--- src/rtl/console_byte_bridge_if.sv ---
// Signal bundle between the console byte bridge and its keyboard, UART and terminal neighbours.
// The bridge takes the master view; the surrounding system (or a bench) takes the slave view.
interface console_byte_bridge_if #(
    parameter int unsigned DATA_WIDTH    = 8,
    parameter int unsigned TX_DEPTH_LOG2 = 4,
    parameter int unsigned RX_DEPTH_LOG2 = 4
);
    logic                    kb_valid;
    logic [DATA_WIDTH-1:0]   kb_data;
    logic                    echo_en;
    logic                    tx_start;
    logic [DATA_WIDTH-1:0]   tx_data;
    logic                    tx_busy;
    logic                    rx_ready;
    logic [DATA_WIDTH-1:0]   rx_data;
    logic                    term_valid;
    logic [DATA_WIDTH-1:0]   term_data;
    logic                    term_accept;
    logic                    clear_stats;
    logic [TX_DEPTH_LOG2:0]  tx_level;
    logic [RX_DEPTH_LOG2:0]  rx_level;
    logic [7:0]              tx_overflow_count;
    logic [7:0]              rx_overflow_count;

    modport master (
        input  kb_valid, kb_data, echo_en, tx_busy, rx_ready, rx_data, term_accept, clear_stats,
        output tx_start, tx_data, term_valid, term_data, tx_level, rx_level,
               tx_overflow_count, rx_overflow_count
    );

    modport slave (
        output kb_valid, kb_data, echo_en, tx_busy, rx_ready, rx_data, term_accept, clear_stats,
        input  tx_start, tx_data, term_valid, term_data, tx_level, rx_level,
               tx_overflow_count, rx_overflow_count
    );
endinterface

--- src/rtl/console_byte_bridge.sv ---
// Buffered byte bridge: keyboard -> TX FIFO -> UART transmitter, and UART receiver plus
// optional local echo -> RX FIFO -> terminal, with saturating overflow statistics.
module console_byte_bridge #(
    parameter int unsigned DATA_WIDTH    = 8,
    parameter int unsigned TX_DEPTH_LOG2 = 4,
    parameter int unsigned RX_DEPTH_LOG2 = 4,
    parameter int unsigned ACK_TIMEOUT   = 16
) (
    input logic                   clk,
    input logic                   rst,
    console_byte_bridge_if.master bus
);
    localparam int unsigned TxDepth = 2 ** TX_DEPTH_LOG2;
    localparam int unsigned RxDepth = 2 ** RX_DEPTH_LOG2;
    localparam int unsigned AckW    = $clog2(ACK_TIMEOUT + 1);
    localparam logic [AckW-1:0]          AckLast = AckW'(ACK_TIMEOUT - 1);
    localparam logic [TX_DEPTH_LOG2:0]   TxFull  = (TX_DEPTH_LOG2 + 1)'(TxDepth);
    localparam logic [RX_DEPTH_LOG2:0]   RxFull  = (RX_DEPTH_LOG2 + 1)'(RxDepth);

    typedef enum logic [1:0] {StIdle, StWaitAck, StWaitDone} state_e;

    function automatic logic [7:0] sat_add(input logic [7:0] val, input logic [1:0] inc);
        logic [8:0] sum;
        sum = {1'b0, val} + {7'b0, inc};
        return sum[8] ? 8'hFF : sum[7:0];
    endfunction

    // TX FIFO and sequencer state
    logic [DATA_WIDTH-1:0]    tx_mem_q [TxDepth];
    logic [TX_DEPTH_LOG2-1:0] tx_wr_ptr_q, tx_rd_ptr_q;
    logic [TX_DEPTH_LOG2:0]   tx_level_q, tx_level_d;
    logic                     tx_push, tx_pop, tx_drop;
    state_e                   state_q, state_d;
    logic [AckW-1:0]          ack_cnt_q, ack_cnt_d;
    logic                     tx_start_q;
    logic [DATA_WIDTH-1:0]    tx_data_q;

    // RX FIFO, echo skid and statistics
    logic [DATA_WIDTH-1:0]    rx_mem_q [RxDepth];
    logic [RX_DEPTH_LOG2-1:0] rx_wr_ptr_q, rx_rd_ptr_q;
    logic [RX_DEPTH_LOG2:0]   rx_level_q, rx_level_d;
    logic                     rx_wr, rx_push, rx_pop, rx_full_drop, echo_req, echo_drop;
    logic [DATA_WIDTH-1:0]    rx_wr_data;
    logic                     skid_valid_q, skid_valid_d;
    logic [DATA_WIDTH-1:0]    skid_data_q, skid_data_d;
    logic [7:0]               tx_ovf_q, tx_ovf_d, rx_ovf_q, rx_ovf_d;
    logic [1:0]               rx_inc;

    always_comb begin
        state_d   = state_q;
        ack_cnt_d = ack_cnt_q;
        tx_pop    = 1'b0;
        unique case (state_q)
            StIdle: begin
                if (tx_level_q != '0 && !bus.tx_busy) begin
                    tx_pop    = 1'b1;
                    ack_cnt_d = '0;
                    state_d   = StWaitAck;
                end
            end
            StWaitAck: begin
                // A transmitter that never acknowledges must not stall the queue.
                if (bus.tx_busy) begin
                    state_d = StWaitDone;
                end else if (ack_cnt_q == AckLast) begin
                    state_d = StIdle;
                end else begin
                    ack_cnt_d = ack_cnt_q + 1'b1;
                end
            end
            StWaitDone: begin
                if (!bus.tx_busy) state_d = StIdle;
            end
            default: state_d = StIdle;
        endcase
    end

    assign tx_push    = bus.kb_valid && (tx_level_q != TxFull || tx_pop);
    assign tx_drop    = bus.kb_valid && !tx_push;
    assign tx_level_d = tx_level_q + (TX_DEPTH_LOG2 + 1)'(tx_push)
                                   - (TX_DEPTH_LOG2 + 1)'(tx_pop);

    // Single RX write port: received byte first, then a parked echo byte, then a fresh echo.
    assign echo_req = bus.kb_valid && bus.echo_en;

    always_comb begin
        rx_wr        = 1'b0;
        rx_wr_data   = bus.rx_data;
        skid_valid_d = skid_valid_q;
        skid_data_d  = skid_data_q;
        echo_drop    = 1'b0;
        if (bus.rx_ready) begin
            rx_wr = 1'b1;
        end else if (skid_valid_q) begin
            rx_wr        = 1'b1;
            rx_wr_data   = skid_data_q;
            skid_valid_d = 1'b0;
        end else if (echo_req) begin
            rx_wr      = 1'b1;
            rx_wr_data = bus.kb_data;
        end
        if (echo_req) begin
            if (skid_valid_q) begin
                echo_drop = 1'b1;
            end else if (bus.rx_ready) begin
                skid_valid_d = 1'b1;
                skid_data_d  = bus.kb_data;
            end
        end
    end

    assign rx_pop       = (rx_level_q != '0) && bus.term_accept;
    assign rx_push      = rx_wr && (rx_level_q != RxFull || rx_pop);
    assign rx_full_drop = rx_wr && !rx_push;
    assign rx_level_d   = rx_level_q + (RX_DEPTH_LOG2 + 1)'(rx_push)
                                     - (RX_DEPTH_LOG2 + 1)'(rx_pop);
    assign rx_inc       = {1'b0, echo_drop} + {1'b0, rx_full_drop};

    always_comb begin
        tx_ovf_d = bus.clear_stats ? 8'h00 : sat_add(tx_ovf_q, {1'b0, tx_drop});
        rx_ovf_d = bus.clear_stats ? 8'h00 : sat_add(rx_ovf_q, rx_inc);
    end

    always_ff @(posedge clk) begin
        if (tx_push) tx_mem_q[tx_wr_ptr_q] <= bus.kb_data;
        if (rx_push) rx_mem_q[rx_wr_ptr_q] <= rx_wr_data;
    end

    always_ff @(posedge clk or posedge rst) begin
        if (rst) begin
            state_q      <= StIdle;
            ack_cnt_q    <= '0;
            tx_start_q   <= 1'b0;
            tx_data_q    <= '0;
            tx_wr_ptr_q  <= '0;
            tx_rd_ptr_q  <= '0;
            tx_level_q   <= '0;
            rx_wr_ptr_q  <= '0;
            rx_rd_ptr_q  <= '0;
            rx_level_q   <= '0;
            skid_valid_q <= 1'b0;
            skid_data_q  <= '0;
            tx_ovf_q     <= '0;
            rx_ovf_q     <= '0;
        end else begin
            state_q      <= state_d;
            ack_cnt_q    <= ack_cnt_d;
            tx_start_q   <= tx_pop;
            if (tx_pop) tx_data_q <= tx_mem_q[tx_rd_ptr_q];
            if (tx_push) tx_wr_ptr_q <= tx_wr_ptr_q + 1'b1;
            if (tx_pop) tx_rd_ptr_q <= tx_rd_ptr_q + 1'b1;
            tx_level_q   <= tx_level_d;
            if (rx_push) rx_wr_ptr_q <= rx_wr_ptr_q + 1'b1;
            if (rx_pop) rx_rd_ptr_q <= rx_rd_ptr_q + 1'b1;
            rx_level_q   <= rx_level_d;
            skid_valid_q <= skid_valid_d;
            skid_data_q  <= skid_data_d;
            tx_ovf_q     <= tx_ovf_d;
            rx_ovf_q     <= rx_ovf_d;
        end
    end

    assign bus.tx_start          = tx_start_q;
    assign bus.tx_data           = tx_data_q;
    assign bus.term_valid        = (rx_level_q != '0);
    assign bus.term_data         = rx_mem_q[rx_rd_ptr_q];
    assign bus.tx_level          = tx_level_q;
    assign bus.rx_level          = rx_level_q;
    assign bus.tx_overflow_count = tx_ovf_q;
    assign bus.rx_overflow_count = rx_ovf_q;
endmodule

--- src/flat_wrapper.sv ---
// flat-port wrapper written by rule: the top's interface ports become plain ports
module console_byte_bridge_flat 
#(
    parameter int unsigned DATA_WIDTH    = 8,
    parameter int unsigned TX_DEPTH_LOG2 = 4,
    parameter int unsigned RX_DEPTH_LOG2 = 4,
    parameter int unsigned ACK_TIMEOUT   = 16
)
  (clk, rst, bus_kb_valid, bus_kb_data, bus_echo_en, bus_tx_busy, bus_rx_ready, bus_rx_data, bus_term_accept, bus_clear_stats, bus_tx_start, bus_tx_data, bus_term_valid, bus_term_data, bus_tx_level, bus_rx_level, bus_tx_overflow_count, bus_rx_overflow_count);
  console_byte_bridge_if #(.DATA_WIDTH(DATA_WIDTH), .TX_DEPTH_LOG2(TX_DEPTH_LOG2), .RX_DEPTH_LOG2(RX_DEPTH_LOG2)) bus_i ();
  input logic clk;
  input logic rst;
  input wire logic [$bits(bus_i.kb_valid)-1:0] bus_kb_valid;
  input wire logic [$bits(bus_i.kb_data)-1:0] bus_kb_data;
  input wire logic [$bits(bus_i.echo_en)-1:0] bus_echo_en;
  input wire logic [$bits(bus_i.tx_busy)-1:0] bus_tx_busy;
  input wire logic [$bits(bus_i.rx_ready)-1:0] bus_rx_ready;
  input wire logic [$bits(bus_i.rx_data)-1:0] bus_rx_data;
  input wire logic [$bits(bus_i.term_accept)-1:0] bus_term_accept;
  input wire logic [$bits(bus_i.clear_stats)-1:0] bus_clear_stats;
  output wire logic [$bits(bus_i.tx_start)-1:0] bus_tx_start;
  output wire logic [$bits(bus_i.tx_data)-1:0] bus_tx_data;
  output wire logic [$bits(bus_i.term_valid)-1:0] bus_term_valid;
  output wire logic [$bits(bus_i.term_data)-1:0] bus_term_data;
  output wire logic [$bits(bus_i.tx_level)-1:0] bus_tx_level;
  output wire logic [$bits(bus_i.rx_level)-1:0] bus_rx_level;
  output wire logic [$bits(bus_i.tx_overflow_count)-1:0] bus_tx_overflow_count;
  output wire logic [$bits(bus_i.rx_overflow_count)-1:0] bus_rx_overflow_count;
  assign bus_i.kb_valid = bus_kb_valid;
  assign bus_i.kb_data = bus_kb_data;
  assign bus_i.echo_en = bus_echo_en;
  assign bus_i.tx_busy = bus_tx_busy;
  assign bus_i.rx_ready = bus_rx_ready;
  assign bus_i.rx_data = bus_rx_data;
  assign bus_i.term_accept = bus_term_accept;
  assign bus_i.clear_stats = bus_clear_stats;
  assign bus_tx_start = bus_i.tx_start;
  assign bus_tx_data = bus_i.tx_data;
  assign bus_term_valid = bus_i.term_valid;
  assign bus_term_data = bus_i.term_data;
  assign bus_tx_level = bus_i.tx_level;
  assign bus_rx_level = bus_i.rx_level;
  assign bus_tx_overflow_count = bus_i.tx_overflow_count;
  assign bus_rx_overflow_count = bus_i.rx_overflow_count;
  console_byte_bridge #(.DATA_WIDTH(DATA_WIDTH), .TX_DEPTH_LOG2(TX_DEPTH_LOG2), .RX_DEPTH_LOG2(RX_DEPTH_LOG2), .ACK_TIMEOUT(ACK_TIMEOUT)) u_core (.clk(clk), .rst(rst), .bus(bus_i));
endmodule
--- config.mk ---
export PLATFORM = sky130hd
export DESIGN_NAME = console_byte_bridge_flat
export DESIGN_NICKNAME = d
export VERILOG_FILES = /design/src/rtl/console_byte_bridge_if.sv /design/src/rtl/console_byte_bridge.sv /design/src/flat_wrapper.sv
export SDC_FILE = /design/constraint.sdc
export NUM_CORES = 1
export LEC_CHECK = 0
export CORE_UTILIZATION = 60
export DETAILED_ROUTE_END_ITERATION = 10
export GPL_TIMING_DRIVEN = 0
export HOLD_SLACK_MARGIN = 0.05
export PLACE_DENSITY = 0.79
export RECOVER_POWER = 100
export SETUP_SLACK_MARGIN = 0.1
export SKIP_CTS_REPAIR_TIMING = 1
export SKIP_LAST_GASP = 1
export SYNTH_ARGS = -nofsm -noshare
export SYNTH_HDL_FRONTEND = slang
export SYNTH_SLANG_ARGS = --single-unit
export TNS_END_PERCENT = 5
--- constraint.sdc ---
create_clock -name clk -period 3.2 [get_ports clk]
set_input_delay 0.48 -clock clk [delete_from_list [all_inputs] [get_ports clk]]
set_output_delay 0.48 -clock clk [all_outputs]
set_load 0.005 [all_outputs]
==> results of run 1 <==
-- cells in the final DEF (no fill, tap or decap), drive strengths merged, types with 16 or more instances in the layout --
cell           synthesis  routed
edfxtp               256     256
mux4                  72      72
clkbuf                13      68
dfrtp                 67      67
dlygate4sd3            0      46
inv                   33      34
a21oi                 27      27
ha                    27      27
nor2                  26      26
nand2                 21      21
buf                   23      21
clkdlybuf4s50          0      19
xnor2                 17      17
a22oi                 16      16
-- through the flow --
stage | instances | utilization | area, µm² | hold slack (ns)
floorplan | 741 | - | 13400 | 0.480
global placement | 1087 | 0.660 | 14400 | 0.494
detailed placement | 1098 | 0.666 | 14500 | 0.498
CTS | 1155 | 0.713 | 15600 | 0.274
global route | 1159 | 0.712 | 15500 | 0.290
finish | 1159 | 0.712 | 15500 | 0.295
-- state kept, by name, indices dropped and copies added, names as in the netlist --
register	cells
u_core.skid_data_q	8
u_core.state_q	2
u_core.rx_mem_q	128
u_core.tx_rd_ptr_q	4
u_core.skid_valid_q	1
u_core.ack_cnt_q	5
u_core.bus.tx_data	8
u_core.bus.tx_overflow_count	8
u_core.tx_mem_q	128
u_core.rx_rd_ptr_q	4
u_core.rx_wr_ptr_q	4
u_core.bus.rx_level	5
u_core.bus.tx_level	5
u_core.bus.tx_start	1
u_core.bus.rx_overflow_count	8
u_core.tx_wr_ptr_q	4
-- logic make-up (layout without fill, tap and decap cells) --
group | Yosys count | in the layout | synth area share
buf+inv | 69 | 207 | 0.0251
fa+ha+maj | 30 | 30 | 0.0297
compound gates | 84 | 84 | 0.0424
flops | 323 | 323 | 0.699
xor+xnor | 29 | 29 | 0.0190
mux | 91 | 91 | 0.138
simple gates | 115 | 115 | 0.0463
-- layer usage --
layer  up-vias  GRT usage
li1       3132          -
met1      3651      0.315
met2       295      0.470
met3        60     0.0377
met4         0     0.0655
met5         -          0
-- where the power goes --
part	internal (mW)	switching, mW
Combinational	2.16	2.19
Clock	2.15	1.51
Sequential	5.26	0.296
Total	9.58	4.00
-- area by class of cell --
type                    instances  area [µm²]
plain buffers                  36         233
clock buffers                  38         822
clock inverters                19         211
fillers                      1313        6290
inverters                      33         124
multi-input cells             349        3690
flip-flops and latches        323        9360
well taps                     280         350
repair buffers                 81         736
-- worst max-delay path, cell delays in order (launching register included) --
cell             delay, ns
dfrtp_1               0.35
clkbuf_2              0.23
clkbuf_2              0.32
mux4_2                0.38
mux4_2                0.49
clkdlybuf4s50_1       0.46
-- how the worst max path moves through the flow --
stage	to	slack [ns]	cells past startpoint
5_1_grt	bus_term_data[1]	-0.15	5
3_3_place_gp	u_core.rx_mem_q[1][5]$_DFFE_PP_	-0.64	5
6_report	bus_term_data[1]	-0.06	5
4_1_cts	bus_term_data[1]	-0.51	5
3_5_place_dp	u_core.tx_mem_q[0][5]$_DFFE_PP_	-0.14	5
2_1_floorplan	u_core.bus.rx_level[4]$_DFF_PP0_	0.40	13
==> results, run 1 <==
- The flow ran to the end, but the final reports show violations.
- The final reports fail on setup timing.
- The largest fanout on the critical path is 10.
- Counting every instance in the synthesized netlist gives 741.
- The detailed placer's ending HPWL is 18800 µm.
- The reg-to-reg startpoint is u_core.bus.tx_level[2]$_DFF_PP0_.
- Counting instances in the post-synthesis netlist gives the leading cell types as 256 x edfxtp_1, 67 x dfrtp_1, 64 x mux4_2.
- The via count of the first global-routing pass is 7466.
- The global routing usage summed across all routing layers is 0.256.
- For flop-to-flop paths, the worst setup slack is between 0.1 and 0.15 ns.
- The detailed router put a total of 10300 µm of wire on met1.
- The worst hold path terminates at u_core.bus.rx_overflow_count[0]$_DFF_PP0_.
- The global-route wire length before repair is 42700 µm.
- The worst voltage drop across the vdd grid is 761 µV.
- The routed wire length is 27900 µm.
- The average size of a mapped cell is 18.1 µm².
- In this run the remaining antenna-violating nets after routing total 0.
- The final layout contains 909 nets.
- Routability-driven placement finished with a final weighted congestion of roughly 0.87.
- After clock tree synthesis, the clock-pin slew on the worst setup and hold paths is 0.06 ns.
- The reg-to-reg endpoint is u_core.bus.tx_level[4]$_DFF_PP0_.
- The CTS tree is yes.
- The post-route total power is 13.6 mW.
- The clock insertion delay at the later pin of the skew report is approximately 0.55 ns.
- Of the cells placed in the final design, the portion with a size suffix greater than 1 is 0.166.
- The height of the die is 151 µm.
- After synthesis, the netlist uses 52 different library cells.
- The total via count after detailed routing is between 7000 and 8000.
- The arrival time at the worst endpoint is 2.78 ns.
- The most critical setup path has its startpoint at u_core.rx_rd_ptr_q[1]$_DFFE_PP0P_.
- Entering global routing, the biggest net connects between 40 and 50 pins.
- The share of the Yosys chip area taken by registers is 0.699.
- The power density of the placed cells is about 870 nW/µm².
- In this run, CTS created clock tree buffers numbering 31.
- The synthesis warning total is 0.
- Counting flops with an async set or reset pin after synthesis yields a share of 0.207.
- STA classifies the critical path endpoint as a primary output.
- Measured along the x axis, the die boundary spans 151 µm.
- Summed over all nets, wire length on met3 after detailed routing comes to 1700 µm.
- After detailed routing, the number of remaining DRC violations is 0.
- For this design, the sink count on the clock tree is 323.
- In this run, the number of DRC markers left after iteration 0 of detailed routing was 720.
- The floorplan core area is roughly 22000 µm².
- The number of buffers inserted by port buffering is 66.
- The summed instance area of the synthesized netlist is ~13000 µm².
- The area enclosed by the die boundary is about 23000 µm².
- The starting density of the core is 0.614.
- The post-synthesis cell type with the largest combined area is edfxtp_1.
- The number of top-level pins is between 60 and 70.
- Setup repair after global routing could not meet its margin everywhere.
- Ranked by total cell area, the synthesized netlist is headed by edfxtp_1 57%, dfrtp_1 13%, mux4_2 11%, ha_1 2.5%, mux4_1 1.6%.
- The post-detailed-route via-to-cell ratio is 6.16.
- The total iterations of the first detailed-routing run is 5.
- The met2 routed wirelength is 15300 µm.
- 0 antenna diodes ended up in the layout.
- The routed wire length per instance is 24.0 µm.
- The number of levels the H-tree was split into is 1.
- The number of max-slew violations in the final report was 0.
- The clock skew is 0.0112 ns.
- The number of hold-slack violations in the final timing report came to 0.
- The root buffer cell is clkbuf_16.
- OpenSTA, run right after detailed placement, puts the worst setup slack at -0.143 ns.
- The classification of the worst setup path is reg2out.
- The number of rows in the core area is 54.
- The most used flip-flop cell after synthesis is edfxtp_1.
- The least setup slack across all paths after layout is -0.0574 ns.
- Across the run, the number of max-cap violations was 0.
- The post-synth net total is 795.
- In this run the most critical hold path is launched from bus_clear_stats.
- The proportion of netlist area held by the largest area contributor is 0.574.
- The synthesized design contains 256 enable-type register cells.
- Summed over all failing endpoints, the final setup total negative slack is -0.272 ns.
- The count of endpoints failing setup in the final report is 7.
- The required arrival time at the worst endpoint is 2.72 ns.
- The post-synthesis sequential element count is 323.
- The worst pin sits at a relative slew slack of 0.154.
- The leakage power summed over all cells is 5.57 nW.
- The min-delay analysis places its worst path in the category in2reg.
- For the pin with the worst max-slew slack, the measured transition is 1.26 ns.
- The maximum count of clock buffers along a single path is 3.
- The clock period minus worst slack is 3.26 ns.
- The initial antenna violation count was 0.
- For this run the aggregate overflow at the end of global routing stands at 0.
- Routed signal wires occupy layers up through met4.
- Relative to the synthesized area, the layout overhead comes to 15.9%.
- In the post-synthesis netlist, the cell with the most instances is edfxtp_1.
- For the worst flop-to-flop path, the logic depth is 15.
- The achievable frequency is 307 MHz.
- The share of the clock period used by the worst path is 1.02.
- The launching element type of the critical path is a register.
- The instance count along the most critical hold path is 2.
Note: power is estimated with default switching activity, not from simulation.
==> run 2: changes to the inputs <==
--- a/config.mk
+++ b/config.mk
@@ -5,11 +5,11 @@
 export SDC_FILE = /design/constraint.sdc
 export NUM_CORES = 1
 export LEC_CHECK = 0
-export CORE_UTILIZATION = 60
+export CORE_UTILIZATION = 54
 export DETAILED_ROUTE_END_ITERATION = 10
 export GPL_TIMING_DRIVEN = 0
 export HOLD_SLACK_MARGIN = 0.05
-export PLACE_DENSITY = 0.79
+export PLACE_DENSITY = 0.75
 export RECOVER_POWER = 100
 export SETUP_SLACK_MARGIN = 0.1
 export SKIP_CTS_REPAIR_TIMING = 1
==> constraint.sdc (replaced) <==
create_clock -name clk -period 2.7 [get_ports clk]
set_input_delay 0.405 -clock clk [delete_from_list [all_inputs] [get_ports clk]]
set_output_delay 0.405 -clock clk [all_outputs]
set_load 0.005 [all_outputs]
==> run 2 against run 1 <==
Against the previous run: the run still ends with setup timing left; first-iteration DRC count shrank 16%; sequential share of layout area shrank 1.7 points; largest cell class unchanged; routed wire length grew 2.3%; via count grew 1.7%; total power grew 23%; worst setup slack lost 0.17 ns; critical endpoint is now bus_term_data[4]; clock skew grew 0.0042 ns; cell area grew 2.9%; cell count grew 5.9%; worst hold slack lost 0.080 ns; die area grew 11%.
==> results, run 2 (synthesis results as in run 1) <==
- Outcome: complete, but fails checks (unchanged).
- Violations in the final reports: setup timing (unchanged).
- The post-CTS clock slew at the launch and capture registers of the worst setup and hold paths is 0.06 ns (about the same).
- The number of clock buffers inserted by TritonCTS is 31 (unchanged).
- The number of levels the H-tree was split into is 1 (unchanged).
- For this run, the top clock speed supported by timing is ~340 MHz.
- The detailed placer's ending HPWL is 18600 µm (was 18800 µm).
- The starting density of the core is 0.551 (was 0.614).
- The leftover overflow at the end of global routing is 0 (unchanged).
- The via count of the first global-routing pass is 7522 (was 7466).
- The cell with the largest stage delay on the worst path is mux4_2 (unchanged).
- The number of nets in the finished design is 932 (was 909).
- The total iterations of the first detailed-routing run came to 5 (unchanged).
- The layout-stage area growth over the synthesis result is 19.4% (was 15.9%).
- The root buffer cell is clkbuf_16 (unchanged).
- The classification of the worst setup path is reg2out (unchanged).
- The post-placement cell count is 1142 (was 1098).
- The number of buffers inserted by port buffering came to 66 (unchanged).
- The arrival time at the worst endpoint is 2.52 ns (was 2.78 ns).
- The post-detailed-route via-to-cell ratio is 5.92 (was 6.16).
- Dividing the final minimum period by the clock period gives 1.08.
- The required arrival time at the worst endpoint is 2.30 ns (was 2.72 ns).
- The number of hold-slack violations in the final timing report came to 0 (unchanged).
- The final design utilization is 0.657 (was 0.712).
- The worst relative slew slack is 0.172 (was 0.154).
- The height of the die is 159 µm (was 151 µm).
- The largest fanout on the critical path came to 8 (was 10).
- The post-route DRC violation count is 0 (unchanged).
- The placer congestion estimate is 0.814 (was 0.865).
- The path type of the worst min-delay path is in2reg (unchanged).
- Highest-count cells in the layout ignoring fill and taps: 256 x edfxtp_1, 67 x dfrtp_1, 64 x mux4_2 (unchanged).
- Ordered cell list for the critical path: buf_8, buf_6, buf_12, mux4_2, mux4_2, clkbuf_2 (was clkbuf_2, clkbuf_2, mux4_2, mux4_2, clkdlybuf4s50_1).
- The width of the die is 159 µm (was 151 µm).
- The kind of capture point of the worst setup path is a primary output (unchanged).
- The number of top-level pins is 68 (unchanged).
- The worst voltage drop across the vdd grid is 637 µV (was 761 µV).
- The reg-to-reg startpoint was u_core.bus.tx_level[2]$_DFF_PP0_ (unchanged).
- The total via count after detailed routing came to 7260 (was 7138).
- The clock insertion delay at the later pin of the skew report came to 0.56 ns (was 0.55 ns).
- The number of clock sinks seen by CTS is 323 (unchanged).
- The count of inserted antenna diode cells is 0 (unchanged).
- The fraction of final layout cells sized beyond drive strength 1 is 0.231 (was 0.166).
- The floorplan core area is 24300 µm² (was 21800 µm²).
- The routed wire length per instance is 23.2 µm (was 24.0 µm).
- The least setup slack across all paths after layout is -0.224 ns (was -0.0574 ns).
- In this design, the critical path's most frequently occurring cell is mux4_2.
- The maximum single-stage delay on the critical path is 0.54 ns (was 0.49 ns).
- The startpoint of the most critical setup path is u_core.rx_rd_ptr_q[0]$_DFFE_PP0P_ (was u_core.rx_rd_ptr_q[1]$_DFFE_PP0P_).
- The count of endpoints failing setup in the final report was 42 (was 7).
- Unrepaired setup endpoints after global routing: true (unchanged).
- The area enclosed by the die boundary was 25400 µm² (was 22900 µm²).
- The slew at the pin with the worst max-slew slack is 1.24 ns (was 1.26 ns).
- The power density of the placed cells came to 1040 nW/µm² (was 874 nW/µm²).
- The startpoint of the most critical hold path is bus_clear_stats (unchanged).
- The post-layout instance count excluding filler cells is 1227 (was 1159).
- The register-to-register setup slack is -0.15 ns (was 0.12 ns).
- The clock period minus worst slack is 2.92 ns.
- The count of maximum capacitance violations was 0 (unchanged).
- The hold slack is 0.215 ns (was 0.295 ns).
- The global-route wire length before repair is 42900 µm (was 42700 µm).
- The leakage power summed over all cells is 5.77 nW (was 5.57 nW).
- The maximum number of pins on one net before global-route repair is 38 (was 45).
- The clock skew was 0.0154 ns (was 0.0112 ns).
- The starting DRC count in detailed routing is 602 (was 720).
- The initial antenna violation count is 1 (was 0).
- The number of max-slew violations in the final report was 0 (unchanged).
- The CTS tree is yes (unchanged).
- Largest registers: u_core.rx_mem_q: 128 flops, u_core.tx_mem_q: 128 flops (unchanged).
- The global routing usage summed across all routing layers was 0.222 (was 0.256).
- The launching element type of the critical path was a register (unchanged).
- The leading cell type in the layout, fill and taps excluded is edfxtp_1 (unchanged).
- The maximum count of clock buffers along a single path is 3 (unchanged).
- The number of rows in the core area is 57 (was 54).
- The routed wire length was 28500 µm (was 27900 µm).
- The number of nets still failing antenna checks after routing is 0 (unchanged).
==> run 2: cell count changes in the layout (fill, tap and decap cells not counted), sizes merged <==
| cell | before | now |
|---|---|---|
| clkinvlp | 2 | 3 |
| dlymetal6s2s | 1 | 0 |
| clkinv | 12 | 6 |
| buf | 21 | 47 |
| inv | 34 | 35 |
| clkbuf | 68 | 78 |
| dlygate4sd3 | 46 | 43 |
| clkdlybuf4s50 | 19 | 15 |
==> run 2: final timing paths <==
path                       depth (start not counted)                                        end
max                                                6                           bus_term_data[4]
max in group asynchronous                          3          u_core.rx_rd_ptr_q[3]$_DFFE_PP0P_
min in group asynchronous                          2          u_core.tx_wr_ptr_q[2]$_DFFE_PP0P_
max reg2reg                                       15           u_core.bus.tx_level[4]$_DFF_PP0_
min                                                2  u_core.bus.rx_overflow_count[0]$_DFF_PP0_
min reg2reg                                        1          u_core.skid_data_q[1]$_DFFE_PP0P_
==> run 2: per-stage QoR <==
step	total power, mW	instance area [µm²]	worst slack (ns)	setup TNS [ns]
3_5_place_dp	11.9	14700	-0.593	-71.54
6_report	16.7	16000	-0.224	-2.91
3_3_place_gp	11.6	14500	-1.34	-233.19
2_1_floorplan	10.1	13500	0.0354	0
4_1_cts	16.4	15700	-1.02	-13.69
5_1_grt	17.5	16000	-0.301	-14.32
==> run 2: metal layers <==
layer	routed length [µm]	global-route usage
met1	11500	0.297
met2	14900	0.386
met3	1460	0.0313
met4	590	0.0594
met5	0	0
==> run 2: report_power, final <==
group          leakage [nW]  internal [mW]  switching, mW
Clock                 0.525           2.71           1.78
Combinational          2.09           2.83           2.77
Sequential             3.16           6.24          0.344
==> run 2: critical path, delay by kind of cell, from the launching register on <==
kind / cells / cell delay, ns
DFF: 1 / 0.38
muxes: 2 / 1.05
buffers and inverters: 4 / 0.55
==> run 2: final cells by class <==
| type | instances | area [µm²] |
|---|---|---|
| clock inverter | 15 | 179 |
| fill | 1609 | 8330 |
| inverter | 33 | 131 |
| tap | 324 | 405 |
| clock buffer | 43 | 903 |
| buffer | 36 | 268 |
| sequential | 323 | 9360 |
| timing repair buffer | 104 | 935 |
| multi-input combinational | 349 | 3800 |
==> run 3: changes to the inputs <==
--- a/config.mk
+++ b/config.mk
@@ -5,11 +5,13 @@
 export SDC_FILE = /design/constraint.sdc
 export NUM_CORES = 1
 export LEC_CHECK = 0
+export ABC_AREA = 1
+export CORE_ASPECT_RATIO = 0.7
 export CORE_UTILIZATION = 54
 export DETAILED_ROUTE_END_ITERATION = 10
 export GPL_TIMING_DRIVEN = 0
 export HOLD_SLACK_MARGIN = 0.05
-export PLACE_DENSITY = 0.75
+export PLACE_DENSITY = 0.74
 export RECOVER_POWER = 100
 export SETUP_SLACK_MARGIN = 0.1
 export SKIP_CTS_REPAIR_TIMING = 1
==> run 3 against run 2 <==
Against the previous run: via count increased by 35%; sequential power about the same; routed wire length increased by 17%; count of clock-buffer cells in the layout decreased by 4; the run ends with capacitance limit, setup timing left; critical path type is now reg2reg; sequential share of layout area decreased by 1.2 points; core utilization decreased by 2.2 points.
==> results, run 3 <==
- Outcome: complete, but fails checks (unchanged).
- Violations in the final reports: capacitance limit, setup timing (was setup timing).
- Main area contributors after synthesis: edfxtp_1 54%, dfrtp_1 12%, nand2_1 7.0%, nand3_1 4.5%, inv_1 4.4% (was edfxtp_1 57%, dfrtp_1 13%, mux4_2 11%, ha_1 2.5%, mux4_1 1.6%).
- The post-route DRC violation count is 0 (unchanged).
- The worst voltage drop across the vdd grid is 647 µV (was 637 µV).
- The height of the die is 137 µm (was 159 µm).
- The count of mapped cells out of synthesis is 1315 (was 741).
- The clock skew is 0.0261 ns (was 0.0154 ns).
- The maximum single-stage delay on the critical path is 1.03 ns (was 0.54 ns).
- The share of power burned in registers was 0.382 (was 0.395).
- The post-route total power is 17.2 mW (was 16.7 mW).
- The post-placement cell count is 1713 (was 1142).
- Highest-count cells in the layout ignoring fill and taps: 263 x nand2_1, 256 x edfxtp_1, 165 x inv_1 (was 256 x edfxtp_1, 67 x dfrtp_1, 64 x mux4_2).
- The post-CTS clock slew at the launch and capture registers of the worst setup and hold paths is 0.06 ns (about the same).
- The share of total power in combinational logic is 0.372 (was 0.336).
- The power density of the placed cells is 1050 nW/µm² (was 1040 nW/µm²).
- The least setup slack across all paths after layout is -0.206 ns (was -0.224 ns).
- The number of max-slew violations in the final report came to 0 (unchanged).
- The flip-flop cell with the highest count after synthesis is edfxtp_1 (unchanged).
- The average size of a mapped cell came to 10.8 µm² (was 18.1 µm²).
- The launching element type of the critical path is a register (unchanged).
- The routed wire length is 33400 µm (was 28500 µm).
- The busiest layer in global routing was met1 (was met2).
- The count of flip-flops with a built-in enable after synthesis was 256 (unchanged).
- The starting DRC count in detailed routing is 1053 (was 602).
- The number of top-level pins is 68 (unchanged).
- The starting density of the core was 0.551 (about the same).
- The root buffer cell is clkbuf_16 (unchanged).
- Unrepaired setup endpoints after global routing: true (unchanged).
- The area enclosed by the die boundary was 26900 µm² (was 25400 µm²).
- The number of clock sinks seen by CTS came to 323 (unchanged).
- The total via count after detailed routing came to 9830 (was 7260).
- The number of nets in the finished design came to 1471 (was 932).
- The count of inserted antenna diode cells is 0 (unchanged).
- The clock insertion delay at the later pin of the skew report is 0.57 ns (was 0.56 ns).
- The internal power of the cells came to 10.9 mW (was 11.8 mW).
- The post-layout instance count excluding filler cells is 1769 (was 1227).
- The maximum number of pins on one net before global-route repair came to 68 (was 38).
- Largest registers: u_core.rx_mem_q: 128 flops, u_core.tx_mem_q: 128 flops (unchanged).
- The number of nets still failing antenna checks after routing is 0 (unchanged).
- The met3 track demand over resource in global routing came to 0.0761 (was 0.0313).
- The routed wire length per instance was 18.9 µm (was 23.2 µm).
- The summed instance area of the synthesized netlist was 14100 µm² (was 13400 µm²).
- The share of power burned in the clock network is 0.246 (was 0.269).
- The net load switching power is 6.36 mW (was 4.90 mW).
- The required arrival time at the worst endpoint is 2.86 ns (was 2.30 ns).
- The global-route wire length before repair is 51000 µm (was 42900 µm).
- The arrival time at the worst endpoint is 3.06 ns (was 2.52 ns).
- The post-synthesis cell type with the largest combined area is edfxtp_1 (unchanged).
- The post-detailed-route via-to-cell ratio is 5.56 (was 5.92).
- The leakage power summed over all cells was 6.70 nW (was 5.77 nW).
- The clock period minus worst slack is 2.91 ns (was 2.92 ns).
- The share of the clock period used by the worst path was 1.08 (about the same).
- The cell with the largest stage delay on the worst path is nor3_1 (was mux4_2).
- The proportion of netlist area held by the largest area contributor is 0.543 (was 0.574).
- The placer congestion estimate is 1.00 (was 0.814).
- The floorplan core area is 25700 µm² (was 24300 µm²).
- The count of maximum capacitance violations is 1 (was 0).
- The kind of capture point of the worst setup path is a register (was primary output).
- The CTS tree is yes (unchanged).
- The leading cell type by number of instances after synthesis is nand2_1 (was edfxtp_1).
- The share of synthesized registers carrying an async set or reset is 0.207 (unchanged).
- The maximum count of clock buffers along a single path came to 3 (unchanged).
- The number of clock buffers inserted by TritonCTS is 30 (was 31).
- The achievable frequency was 344 MHz (was 342 MHz).
- The met2 track utilization from global routing came to 0.357 (was 0.386).
- The width of the die came to 195 µm (was 159 µm).
- Ordered cell list for the critical path: nor3_4, nand2_4, buf_4, nand3_2, nand2_2, buf_2, nor3_1 (was buf_8, buf_6, buf_12, mux4_2, mux4_2, clkbuf_2).
- The number of buffers inserted by port buffering is 67 (was 66).
- Leading post-synthesis cells by instance count: 262 x nand2_1, 256 x edfxtp_1, 165 x inv_1 (was 256 x edfxtp_1, 67 x dfrtp_1, 64 x mux4_2).
- The fraction of final layout cells sized beyond drive strength 1 was 0.0807 (was 0.231).
- The count of endpoints failing setup in the final report is 60 (was 42).
- The share of synthesized area occupied by flip-flops and latches came to 0.662 (was 0.699).
- The post-synthesis sequential element count is 323 (unchanged).
- The startpoint of the most critical setup path is u_core.state_q[1]$_DFFE_PP0P_ (was u_core.rx_rd_ptr_q[0]$_DFFE_PP0P_).
- The layout-stage area growth over the synthesis result is 15.4% (was 19.4%).
- The count of distinct cell types in the synthesized netlist was 29 (was 52).
- The synthesis warning total is 0 (unchanged).
- The worst relative slew slack is 0.00587 (was 0.172).
- The largest fanout on the critical path is 10 (was 8).
- The number of levels the H-tree was split into is 1 (unchanged).
- The reg-to-reg startpoint is u_core.state_q[1]$_DFFE_PP0P_ (was u_core.bus.tx_level[2]$_DFF_PP0_).
- The leading cell type in the layout, fill and taps excluded is nand2_1 (was edfxtp_1).
- The leftover overflow at the end of global routing is 0 (unchanged).
- The slew at the pin with the worst max-slew slack is 1.49 ns (was 1.24 ns).
- The total iterations of the first detailed-routing run is 5 (unchanged).
- The switching share of power is 0.370 (was 0.294).
- The met1 layer usage reported by global route is 0.379 (was 0.297).
- The number of hold-slack violations in the final timing report is 0 (unchanged).
- The post-synth net total is 1369 (was 795).
- The via count of the first global-routing pass was 9236 (was 7522).
- The number of rows in the core area came to 49 (was 57).
- The detailed placer's ending HPWL is 22600 µm (was 18600 µm).
- The initial antenna violation count came to 0 (was 1).
- The global routing usage summed across all routing layers is 0.251 (was 0.222).
- The startpoint of the most critical hold path is u_core.bus.tx_data[3]$_DFFE_PP0P_ (was bus_clear_stats).
- The path type of the worst min-delay path was reg2reg (was in2reg).
- The hold slack is 0.478 ns (was 0.215 ns).
- The classification of the worst setup path is reg2reg (was reg2out).
run 3: changes by cell type after synthesis, sizes merged, moves of 12 or more:
cell    delta
a22oi     -16
buf       +21
inv      +136
mux4      -72
nand2    +244
nand3    +122
nor2     +112
nor2b     -12
nor3      +16
o211ai    +31
o21ai     +74
xnor2     -13
run 3: worst max-delay path, delay by kind of cell, from the launching register on:
family | cells | cell delay (ns)
simple gates | 5 | 1.70
buf+inv | 2 | 0.36
flops | 1 | 0.44
run 3: metrics by stage:
stage / utilization / setup TNS, ns / instance area, µm² / setup slack [ns]
after floorplan: - / 0 / 14100 / 0.138
after global placement: 0.593 / -172.18 / 15200 / -1.14
after detailed placement: 0.593 / -130.53 / 15200 / -1.17
after CTS: 0.631 / -72.33 / 16200 / -0.758
after global routing: 0.635 / -25.87 / 16300 / -0.354
final: 0.635 / -6.75 / 16300 / -0.206
run 3: final timing paths:
| path | end | slack [ns] | depth (start not counted) |
|---|---|---|---|
| setup / recovery | u_core.tx_mem_q[4][6]$_DFFE_PP_ | -0.21 | 7 |
| hold / removal | u_core.bus.tx_data[3]$_DFFE_PP0P_ | 0.48 | 2 |
| setup reg to reg | u_core.tx_mem_q[4][6]$_DFFE_PP_ | -0.21 | 7 |
| hold reg to reg | u_core.bus.tx_data[3]$_DFFE_PP0P_ | 0.48 | 2 |
| max in group asynchronous | u_core.rx_rd_ptr_q[0]$_DFFE_PP0P_ | 0.99 | 2 |
| min in group asynchronous | u_core.bus.tx_overflow_count[6]$_DFF_PP0_ | 0.71 | 2 |
run 3: logic make-up (layout without fill, tap and decap cells):
kind of cell	after synthesis	in the layout	synth area share
simple gates	556	556	0.164
flops	323	323	0.662
buf+inv	227	350	0.0663
compound gates	145	145	0.0577
fa+ha+maj	30	30	0.0281
xor+xnor	26	26	0.0161
mux	8	8	0.00637
run 3: layer usage:
metal	vias to the layer above	wire length [µm]
met1	4690	14800
li1	4596	-
met5	-	0
met2	502	13900
met4	0	435
met3	42	4260
run 3: power by group through the flow:
stage	combinational, mW	clock (mW)	sequential, mW
finish	6.40	4.24	6.58
global route	6.99	4.42	6.65
CTS	6.16	4.25	6.57
detailed placement	6.10	0	6.66
global placement	5.92	0	6.64
floorplan	3.85	0	6.57
run 3: cell type report:
class	instances	area [µm²]
Clock inverter	14	189
Tap cell	331	414
Sequential cell	323	9370
Multi-Input combinational cell	765	3870
Buffer	56	344
Timing Repair Buffer	70	711
Clock buffer	39	785
Inverter	171	646
Fill cell	1918	9370
